==> config.mk <==
export PLATFORM = sky130hd
export DESIGN_NAME = pcx_req_arb
export DESIGN_NICKNAME = d
export VERILOG_FILES = /design/src/rtl/pcx_req_arb.sv
export SDC_FILE = /design/constraint.sdc
export NUM_CORES = 1
export LEC_CHECK = 0
export CAP_MARGIN = 20
export CORE_AREA = 2 2 150 152
export CTS_BUF_LIST = sky130_fd_sc_hd__clkbuf_16
export DETAILED_ROUTE_END_ITERATION = 7
export DIE_AREA = 0 0 152 154
export SETUP_SLACK_MARGIN = 0.2
export SLEW_MARGIN = 20
export SYNTH_ARGS = -nofsm -noshare
export SYNTH_HDL_FRONTEND = slang
export SYNTH_SLANG_ARGS = --single-unit
==> constraint.sdc <==
create_clock -name gclk -period 3.45 [get_ports gclk]
set_input_delay 0.5175 -clock gclk [delete_from_list [all_inputs] [get_ports gclk]]
set_output_delay 0.5175 -clock gclk [all_outputs]
set_load 0.05 [all_outputs]
==> src/rtl/pcx_req_arb.sv <==
// pcx_req_arb: round-robin arbiter for the PCX request path into the ccx2mb request FIFO
//   gclk      in   system clock, rising edge
//   reset     in   synchronous active-high reset
//   req_vld   in   [NUM_REQ]        per-port packet valid, held until accepted
//   req_atom  in   [NUM_REQ]        packet is the first half of an atomic pair
//   req_data  in   [NUM_REQ*PCX_W]  per-port packet, port i at [i*PCX_W +: PCX_W]
//   req_rdy   out  [NUM_REQ]        one-hot combinational accept
//   pcx_wr    out                   registered FIFO write strobe
//   pcx_data  out  [PCX_W]          registered FIFO write data
//   pcx_full  in                    FIFO almost-full (one free entry of slack)
//   arb_busy  out                   registered, high while an atomic pair is in progress
//   stall_cnt out  [16]             only with PCX_ARB_STALL_CNT_EN: saturating count of cycles with a request blocked by pcx_full
module pcx_req_arb #(
    parameter int NUM_REQ = 2,
    parameter int PCX_W   = 124
) (
    input  logic                     gclk,
    input  logic                     reset,
    input  logic [NUM_REQ-1:0]       req_vld,
    input  logic [NUM_REQ-1:0]       req_atom,
    input  logic [NUM_REQ*PCX_W-1:0] req_data,
    output logic [NUM_REQ-1:0]       req_rdy,
    output logic                     pcx_wr,
    output logic [PCX_W-1:0]         pcx_data,
    input  logic                     pcx_full,
    output logic                     arb_busy
`ifdef PCX_ARB_STALL_CNT_EN
    ,
    output logic [15:0]              stall_cnt
`endif
);
    localparam int IW = NUM_REQ > 1 ? $clog2(NUM_REQ) : 1;

    typedef enum logic {ARB, LOCK} state_t;

    state_t            state, state_nxt;
    logic [IW-1:0]     rr_ptr, owner, win, idx;
    logic [NUM_REQ-1:0] elig;
    logic              found, accept;

    // Search starts one past the last winner; in LOCK only the owner may win.
    always_comb begin
        elig  = (state == LOCK) ? (req_vld & (NUM_REQ'(1) << owner)) : req_vld;
        win   = rr_ptr;
        found = 1'b0;
        idx   = '0;
        for (int k = 1; k <= NUM_REQ; k++) begin
            idx = IW'((int'(rr_ptr) + k) % NUM_REQ);
            if (!found && elig[idx]) begin
                win   = idx;
                found = 1'b1;
            end
        end
        accept    = found && !pcx_full && !reset;
        req_rdy   = accept ? (NUM_REQ'(1) << win) : '0;
        state_nxt = !accept ? state : (state == LOCK) ? ARB : req_atom[win] ? LOCK : ARB;
    end

    // pcx_data only loads on accept, so X on unselected ports never reaches it.
    always_ff @(posedge gclk) begin
        if (reset) begin
            state    <= ARB;
            rr_ptr   <= IW'(NUM_REQ - 1);
            owner    <= '0;
            pcx_wr   <= 1'b0;
            pcx_data <= '0;
            arb_busy <= 1'b0;
        end else begin
            state    <= state_nxt;
            arb_busy <= (state_nxt == LOCK);
            pcx_wr   <= accept;
            if (accept) begin
                pcx_data <= req_data[win*PCX_W +: PCX_W];
                rr_ptr   <= win;
            end
            if (accept && state == ARB && req_atom[win])
                owner <= win;
        end
    end

`ifdef PCX_ARB_STALL_CNT_EN
    always_ff @(posedge gclk) begin
        if (reset)
            stall_cnt <= '0;
        else if (|req_vld && pcx_full && stall_cnt != 16'hFFFF)
            stall_cnt <= stall_cnt + 16'd1;
    end
`endif
endmodule

==> key figures, run 1 <==
Synthesis
  • Synth Instances: 716
  • Cell area after synthesis: 5840 µm²
  • Post-Syn Nets: 971
  • Library cells used by synthesis: 25
  • Post-synth EDFFs: 0
  • Synth Flop Type: dfxtp_1
  • Seq/Total Area, Yosys: 0.439
  • Ys async rst share: 0
  • Synth Area per Inst: 8.16 µm²
  • Register bit total from synthesis: 128
  • Yosys warning count: 0

Routing
  • WL final: 22.2 mm
  • DR vias/cell: 4.65
  • DRT iter0 DRCs: 269
  • Vias: 6,307
  • Drt drc: 0
  • DR WL/cell: 16.4 µm
  • DRT antenna net count: 0
  • Detailed Routing Iterations Pass 1: 4

Critical path
  • R2R setup slack: 1.13 ns
  • Worst EP arrival: 2.36 ns
  • RR Startpoint: owner
  • Req. time, crit path: 2.93 ns
  • CP max stage cell: clkdlybuf4s50_1
  • Worst reg2reg path depth: 7
  • CP Cell Sequence: clkdlybuf4s50_1 -> nor3b_1 -> a211o_4 -> nor2_1 -> buf_4
  • Setup crit end: req_rdy[0]
  • Crit-path max FO: 39
  • Worst setup path startpoint: req_vld[1]
  • Critical path capture point type: output pin
  • WS Path Type: in -> out
  • Reg2reg end: pcx_data[25]
  • CP Launch Type: primary input
  • CP max stage delay: 0.52 ns

Clock network
  • PostCTS Resize Cnt: 0
  • Clock sink count: 128
  • CTS root buffer: clkbuf_16
  • H-tree levels: 4
  • TritonCTS clock tree: built
  • Clock tree buffer depth: 2
  • CTS clk-pin slew, worst paths: 0.06 ns
  • CTS buffer count: 17
  • Count of hold buffers inserted by post-cts repair: 0
  • Clk_lat worst skew: 0.41 ns
  • Post-CTS Setup Inserts: 0

Timing
  • Slew Limit Fails: 0
  • Final setup violation count: 0
  • Final Hold Fails: 0
  • Fmax achieved: 0.347 GHz
  • Final period utilization: 0.835
  • Fin crit period: 2.88 ns
  • RSZ-0062 raised after global routing: no
  • Worst-margin pin slew: 0.740 ns
  • Slew headroom: 0.507
  • Setup TNS: 0 ns
  • Worst Skew: 0.0119 ns

Layout
  • Reg area: 2560 µm²
  • Post-layout util: 0.486
  • Multi-input logic area: 2910 µm²
  • Final nets: 1,319
  • Area growth from synthesis to layout: 80.4%
  • Layout cells sized above 1: 0.0864
  • Ant. Diodes: 0
  • Filler Cell Count: 2,058

Place
  • Port Buffers: 382
  • Placer congestion estimate: 0.809
  • Hpwl dp: 15.5 mm

Die
  • DIE HEIGHT: 154 µm
  • Chip width: 152 µm
  • Io pins: 383
  • Num rows: 54
  • Starting Density: 0.269
  • Core area: 21,700 µm²
  • Die ar.: 23,400 µm²

Min path
  • Hold path depth: 2
  • Worst Hold Class: reg -> reg
  • Min-delay src: pcx_data[34]

Power and ir drop
  • P per Cell Area: 482 nW/µm²
  • Pleak: 3.81 nW
  • Worst vdd ir: 0.290 mV

Global route
  • Number of global-route vias before repair: 6,100
  • Global route total overflow: 0
  • Largest net degree at the start of global routing: 129
  • Initial antenna violation count: 0
  • All-layer global routing usage: 0.184
  • First-pass GRT wire length: 34.3 mm

Status
  • Status: finished, final reports clean

Flow run
  • Max Cap Viol: 0
## power breakdown
part           internal (mW)  total (mW)  switching (mW)
Clock                   1.28        2.00           0.718
Combinational          0.615        1.44           0.826
Sequential              1.59        1.64          0.0583
Total                   3.48        5.08            1.60
## through the flow
stage	worst slack, ns	instances	hold WS [ns]	power, mW	cell area, µm²
2_1_floorplan	0.605	716	0.523	2.50	5840
3_3_place_gp	0.601	1325	0.485	3.12	9900
3_5_place_dp	0.574	1325	0.491	3.13	9900
4_1_cts	0.567	1357	0.500	5.17	10500
5_1_grt	0.403	1357	0.512	5.31	10500
6_report	0.570	1357	0.495	5.08	10500
## state kept, by name, indices dropped and copies added, names as in the netlist
register and cells:
owner 1, pcx_wr 1, rr_ptr 1, state 1, pcx_data 124
## synthesized netlist by cell type, types with 2 or more instances
master,n,area share
a211o_1,2,0.0030
a311oi_1,84,0.13
a311oi_2,40,0.10
buf_2,17,0.015
buf_4,8,0.010
buf_6,8,0.015
clkbuf_1,35,0.022
dfxtp_1,128,0.44
mux2i_1,2,0.0034
nand2_1,249,0.16
nor2_1,128,0.082
nor2b_1,2,0.0021
## per-layer routing
layer  track usage  up-vias  wire length (µm)
met1         0.215     2842              9340
met4        0.0668        0               517
met2         0.310      250             10600
met5             0        -                 0
met3        0.0662       27              1760
li1              -     3188                 -
## final cells by class
type,instances,share of cell area
timing repair buffer,397,0.385
multi-input combinational,518,0.276
sequential,128,0.243
clock buffer,17,0.0404
tap,280,0.0332
clock inverter,15,0.0208
inverter,2,0.00142
## cells by family (layout without fill, tap and decap cells)
kind of cell / Yosys count / in the layout / share of synthesized area
compound gates: 132 / 132 / 0.242
buf+inv: 70 / 431 / 0.0640
flops: 128 / 128 / 0.439
mux: 3 / 3 / 0.00600
simple gates: 383 / 383 / 0.250
## worst min path at each step
stage / slack (ns) / to
2_1_floorplan: 0.52 / owner
3_3_place_gp: 0.48 / pcx_data[26]
3_5_place_dp: 0.49 / pcx_data[22]
4_1_cts: 0.50 / pcx_data[26]
5_1_grt: 0.51 / pcx_data[19]
6_report: 0.49 / pcx_data[34]
## cell usage in the layout (no fill, tap or decap), types with 2 or more instances in the layout
| cell type | instances |
|---|---|
| buf_12 | 10 |
| nand2_1 | 249 |
| clkbuf_16 | 17 |
| a311oi_1 | 84 |
| buf_4 | 8 |
| clkinv_4 | 3 |
| inv_1 | 3 |
| a311oi_2 | 40 |
| dfxtp_1 | 128 |
| mux2i_1 | 2 |
| clkdlybuf4s50_1 | 379 |
| clkinvlp_4 | 3 |
| nor2_1 | 128 |
| nor2b_1 | 2 |
| bufinv_16 | 5 |
## critical path, delay by kind of cell
kind                   cells  cell delay [ns]
AND/OR/NAND/NOR            2             0.60
buffers and inverters      2             0.73
AO/OA/AOI/OAI              1             0.50
(Power assumes the default switching activity.)
==> inputs of run 2 (changes only) <==
- CORE_AREA: 2 2 150 152 -> 2 2 149 151
- DIE_AREA: 0 0 152 154 -> 0 0 151 153
- PLACE_DENSITY: not set -> 0.66
- clock period: 3.45 -> 2.6 ns (I/O delays scaled with it)
==> key figures, run 2 (synthesis results as in run 1) <==
Clock network
  • CTS clk-pin slew, worst paths: 0.06 ns
  • Clock tree buffer depth: 2
  • CTS buffer count: 17
  • CTS root buffer: clkbuf_16
  • Clk_lat worst skew: 0.41 ns
  • Clock sink count: 128
  • TritonCTS clock tree: built
  • H-tree levels: 4

Timing
  • Final Hold Fails: 0
  • Slew headroom: 0.537
  • Final setup violation count: 0
  • Fin crit period: 2.33 ns
  • Worst Skew: 0.00981 ns
  • Fmax achieved: 0.429 GHz
  • Slew Limit Fails: 0
  • Worst-margin pin slew: 0.694 ns
  • RSZ-0062 raised after global routing: no
  • Worst hold slack: 0.495 ns
  • Final period utilization: 0.896
  • Setup TNS: 0 ns

Layout
  • Ant. Diodes: 0
  • Design area: 10,600 µm²
  • Max FFs per register: 124
  • Filler Cell Count: 2,086
  • Commonest cells after routing, fill and taps aside: clkdlybuf4s50_1 (379), nand2_1 (249), nor2_1 (127), dfxtp_1 (127), a311oi_1 (84)
  • Largest Register: pcx_data
  • Reg area: 2560 µm²
  • Final nets: 1,329
  • Post-layout util: 0.495
  • Multi-input logic area: 2920 µm²
  • Layout cells sized above 1: 0.0966
  • Commonest non-fill, non-tap cell in the layout: clkdlybuf4s50_1
  • Area growth from synthesis to layout: 82.0%

Power and ir drop
  • P per Cell Area: 634 nW/µm²
  • Pleak: 3.86 nW
  • Worst vdd ir: 0.338 mV

Critical path
  • Crit-path max FO: 17
  • Bufs and invs on worst path: 2
  • WS Path Type: in -> out
  • Worst reg2reg path depth: 7
  • CP max stage delay: 0.45 ns
  • CP Launch Type: primary input
  • CP Depth: 5
  • CP max stage cell: clkdlybuf4s50_1
  • CP top delay family: buffers and inverters
  • Req. time, crit path: 2.21 ns
  • Worst EP arrival: 1.94 ns
  • CP Cell Sequence: clkdlybuf4s50_1 -> mux2_4 -> a211o_4 -> nor2_2 -> buf_4
  • Critical path capture point type: output pin

Routing
  • DR vias/cell: 4.72
  • DRT antenna net count: 0
  • Drt drc: 0
  • Detailed Routing Iterations Pass 1: 4
  • Vias: 6,457
  • DR WL/cell: 15.9 µm
  • DRT iter0 DRCs: 197
  • WL final: 21.8 mm

Global route
  • Initial antenna violation count: 0
  • Number of global-route vias before repair: 6,317
  • All-layer global routing usage: 0.184
  • Met2 global-route usage: 0.316
  • Largest net degree at the start of global routing: 129
  • First-pass GRT wire length: 33.5 mm
  • Top Usage Layer GRT: met2
  • Global route total overflow: 0
  • Met1 Track Usage GR: 0.204
  • Grt met3 use: 0.0684

Status
  • Status: finished, final reports clean

Die
  • DIE HEIGHT: 153 µm
  • Chip width: 151 µm
  • Num rows: 54
  • Io pins: 383
  • Core area: 21,500 µm²
  • Starting Density: 0.272
  • Die ar.: 23,100 µm²

Min path
  • Worst Hold Class: reg -> reg
  • Hold path depth: 2

Place
  • Port Buffers: 382
  • Placed Area: 9990 µm²
  • Placer congestion estimate: 0.774
  • Hpwl dp: 16.0 mm

Flow run
  • Max Cap Viol: 0
run 2: cell count changes in the layout (fill, tap and decap cells not counted), sizes merged:
| cell | change |
|---|---|
| inv | +1 |
| buf | +10 |
| clkinv | -1 |
run 2: through the flow:
stage / instances / total power [mW] / worst slack, ns
after floorplan: 716 / 3.32 / 0.298
after global placement: 1335 / 4.16 / 0.225
after global routing: 1367 / 7.06 / 0.209
after detailed placement: 1335 / 4.18 / 0.150
final: 1367 / 6.74 / 0.271
after CTS: 1367 / 6.83 / 0.216
run 2: final cells by class:
class | instances | area share
tap | 280 | 0.0330
multi-input combinational | 518 | 0.274
timing repair buffer | 407 | 0.390
clock buffer | 17 | 0.0400
clock inverter | 15 | 0.0202
sequential | 128 | 0.241
inverter | 2 | 0.00141
run 2: timing repair:
item / in CTS / in global routing
setup buffers: 0 / 0
endpoints found under the setup margin: 0 / 2
gates resized for setup: 0 / 1
hold buffers: 0 / 0
hold endpoints to repair: 0 / 0
run 2: tightest hold or removal path, stage by stage (launching register included):
cell,delay [ns]
dfxtp_1,0.31
nor2_1,0.09
a311oi_1,0.05
run 2: path summary, 6_finish.rpt:
kind	from	end	slack, ns
setup / recovery	req_vld[1]	req_rdy[0]	0.27
hold / removal	pcx_data[34]	pcx_data[34]	0.50
setup reg to reg	owner	pcx_data[13]	0.57
hold reg to reg	pcx_data[34]	pcx_data[34]	0.50
run 2: where the power goes:
| part | switching [mW] | total, mW | internal (mW) |
|---|---|---|---|
| combinational | 1.10 | 1.94 | 0.839 |
| clock | 0.918 | 2.62 | 1.70 |
| sequential | 0.0799 | 2.19 | 2.11 |
| total | 2.10 | 6.74 | 4.64 |
run 2: routing by layer:
metal | share of wire | wire, µm
met1 | 0.39 | 8600
met2 | 0.47 | 10300
met3 | 0.10 | 2240
met4 | 0.028 | 615
met5 | 0 | 0
==> inputs of run 3 (changes only) <==
- CORE_AREA: 2 2 149 151 -> 2 2 147 149
- DIE_AREA: 0 0 151 153 -> 0 0 149 151
- PLACE_DENSITY: 0.66 -> not set
- clock period: 2.6 -> 2.5 ns (I/O delays scaled with it)
==> key figures, run 3 (synthesis results as in run 1) <==
Layout
  • Final nets: 1,341
  • Post-layout util: 0.517
  • Fin cells: 1,372
  • Commonest non-fill, non-tap cell in the layout: clkdlybuf4s50_1
  • Area growth from synthesis to layout: 84.2%
  • Largest Register: pcx_data
  • Ant. Diodes: 0
  • Commonest cells after routing, fill and taps aside: clkdlybuf4s50_1 (379), nand2_1 (249), nor2_1 (127)
  • Layout cells sized above 1: 0.108
  • Max FFs per register: 124

Timing
  • Slew headroom: 0.464
  • RSZ-0062 raised after global routing: no
  • Worst Skew: 0.0102 ns
  • Setup TNS: 0 ns
  • Final setup violation count: 0
  • Final period utilization: 0.893
  • Final Hold Fails: 0
  • Fmax achieved: 0.448 GHz
  • Slew Limit Fails: 0
  • Worst-margin pin slew: 0.805 ns
  • Fin crit period: 2.23 ns

Power and ir drop
  • Power, Total: 7.08 mW
  • Worst vdd ir: 0.426 mV
  • Pleak: 3.94 nW
  • P per Cell Area: 658 nW/µm²

Min path
  • Worst Hold Class: in -> reg
  • Hold path depth: 3

Routing
  • DRT antenna net count: 0
  • DRT iter0 DRCs: 223
  • WL final: 22.5 mm
  • Vias: 6,392
  • DR vias/cell: 4.66
  • Detailed Routing Iterations Pass 1: 5
  • Drt drc: 0
  • DR WL/cell: 16.4 µm

Clock network
  • Count of hold buffers inserted by post-cts repair: 0
  • TritonCTS clock tree: built
  • CTS root buffer: clkbuf_16
  • Clock tree buffer depth: 2
  • H-tree levels: 4
  • CTS buffer count: 17
  • Clk_lat worst skew: 0.42 ns
  • Clock sink count: 128
  • CTS clk-pin slew, worst paths: 0.06 ns

Status
  • Status: finished, final reports clean

Critical path
  • R2R setup slack: 0.42 ns
  • CP Launch Type: primary input
  • Critical path capture point type: output pin
  • Req. time, crit path: 2.12 ns
  • CP max stage delay: 0.47 ns
  • Bufs and invs on worst path: 2
  • CP top delay family: buffers and inverters
  • RR Startpoint: rr_ptr
  • Worst EP arrival: 1.86 ns
  • Crit-path max FO: 5
  • CP Cell Sequence: clkdlybuf4s50_1 -> mux2_4 -> a211o_4 -> nor2_2 -> buf_4
  • Worst reg2reg path depth: 8
  • CP max stage cell: clkdlybuf4s50_1
  • Worst setup path startpoint: req_vld[1]
  • Reg2reg end: pcx_data[26]
  • WS Path Type: in -> out
  • CP Depth: 5
  • Setup crit end: req_rdy[0]

Global route
  • Global route total overflow: 0
  • All-layer global routing usage: 0.196
  • Initial antenna violation count: 1
  • First-pass GRT wire length: 34.2 mm
  • Number of global-route vias before repair: 6,254
  • Largest net degree at the start of global routing: 129

Place
  • Port Buffers: 382
  • Placer congestion estimate: 0.794
  • Hpwl dp: 16.4 mm
  • Number of cells after detailed placement: 1,337

Die
  • Starting Density: 0.281
  • Die ar.: 22,500 µm²
  • Num rows: 53
  • DIE HEIGHT: 151 µm
  • Core area: 20,800 µm²
  • Io pins: 383
  • Chip width: 149 µm

Flow run
  • Max Cap Viol: 0
run 3: worst min-delay path by stage:
stage / start / to / slack (ns)
final: reset / pcx_wr / 0.45
after CTS: reset / pcx_wr / 0.43
after floorplan: owner / owner / 0.52
after global routing: reset / pcx_wr / 0.44
after detailed placement: pcx_data[86] / pcx_data[86] / 0.49
after global placement: pcx_data[92] / pcx_data[92] / 0.48
run 3: per-stage QoR:
stage	instance area [µm²]	hold slack, ns	setup slack [ns]
after floorplan	5850	0.523	0.213
after global placement	10100	0.485	0.125
after detailed placement	10100	0.490	0.0811
after CTS	10700	0.427	0.228
after global routing	10800	0.438	0.202
final	10800	0.446	0.268
run 3: layout make-up:
| type | count | area (µm²) |
|---|---|---|
| Fill cell | 2023 | 10100 |
| Timing Repair Buffer | 419 | 4290 |
| Multi-Input combinational cell | 518 | 2920 |
| Sequential cell | 128 | 2560 |
| Clock buffer | 17 | 425 |
| Tap cell | 275 | 344 |
| Clock inverter | 13 | 211 |
| Inverter | 2 | 15.0 |
run 3: power by group:
group / switching, mW / leakage, nW / internal [mW]
Combinational: 1.16 / 2.59 / 0.925
Clock: 0.967 / 0.299 / 1.76
Sequential: 0.0801 / 1.05 / 2.19
run 3: tightest hold or removal path, cell delays in order:
cell and delay [ns]:
buf_4 0.10, nand2b_2 0.19, inv_8 0.12
run 3: metal layers:
metal,wire length [µm],part of all wire,track usage
met3,2220,0.098,0.0780
met5,16,0.00071,0
met4,519,0.023,0.0648
met2,10700,0.48,0.329
met1,9060,0.40,0.229
run 3: what timing repair did:
| item | in CTS | in global routing |
|---|---|---|
| setup endpoints to repair | 1 | 2 |
| pin swaps | 1 | 1 |
| gates resized for setup | 0 | 2 |
| buffers inserted | 1 | 3 |
| gates cloned | 1 | 0 |
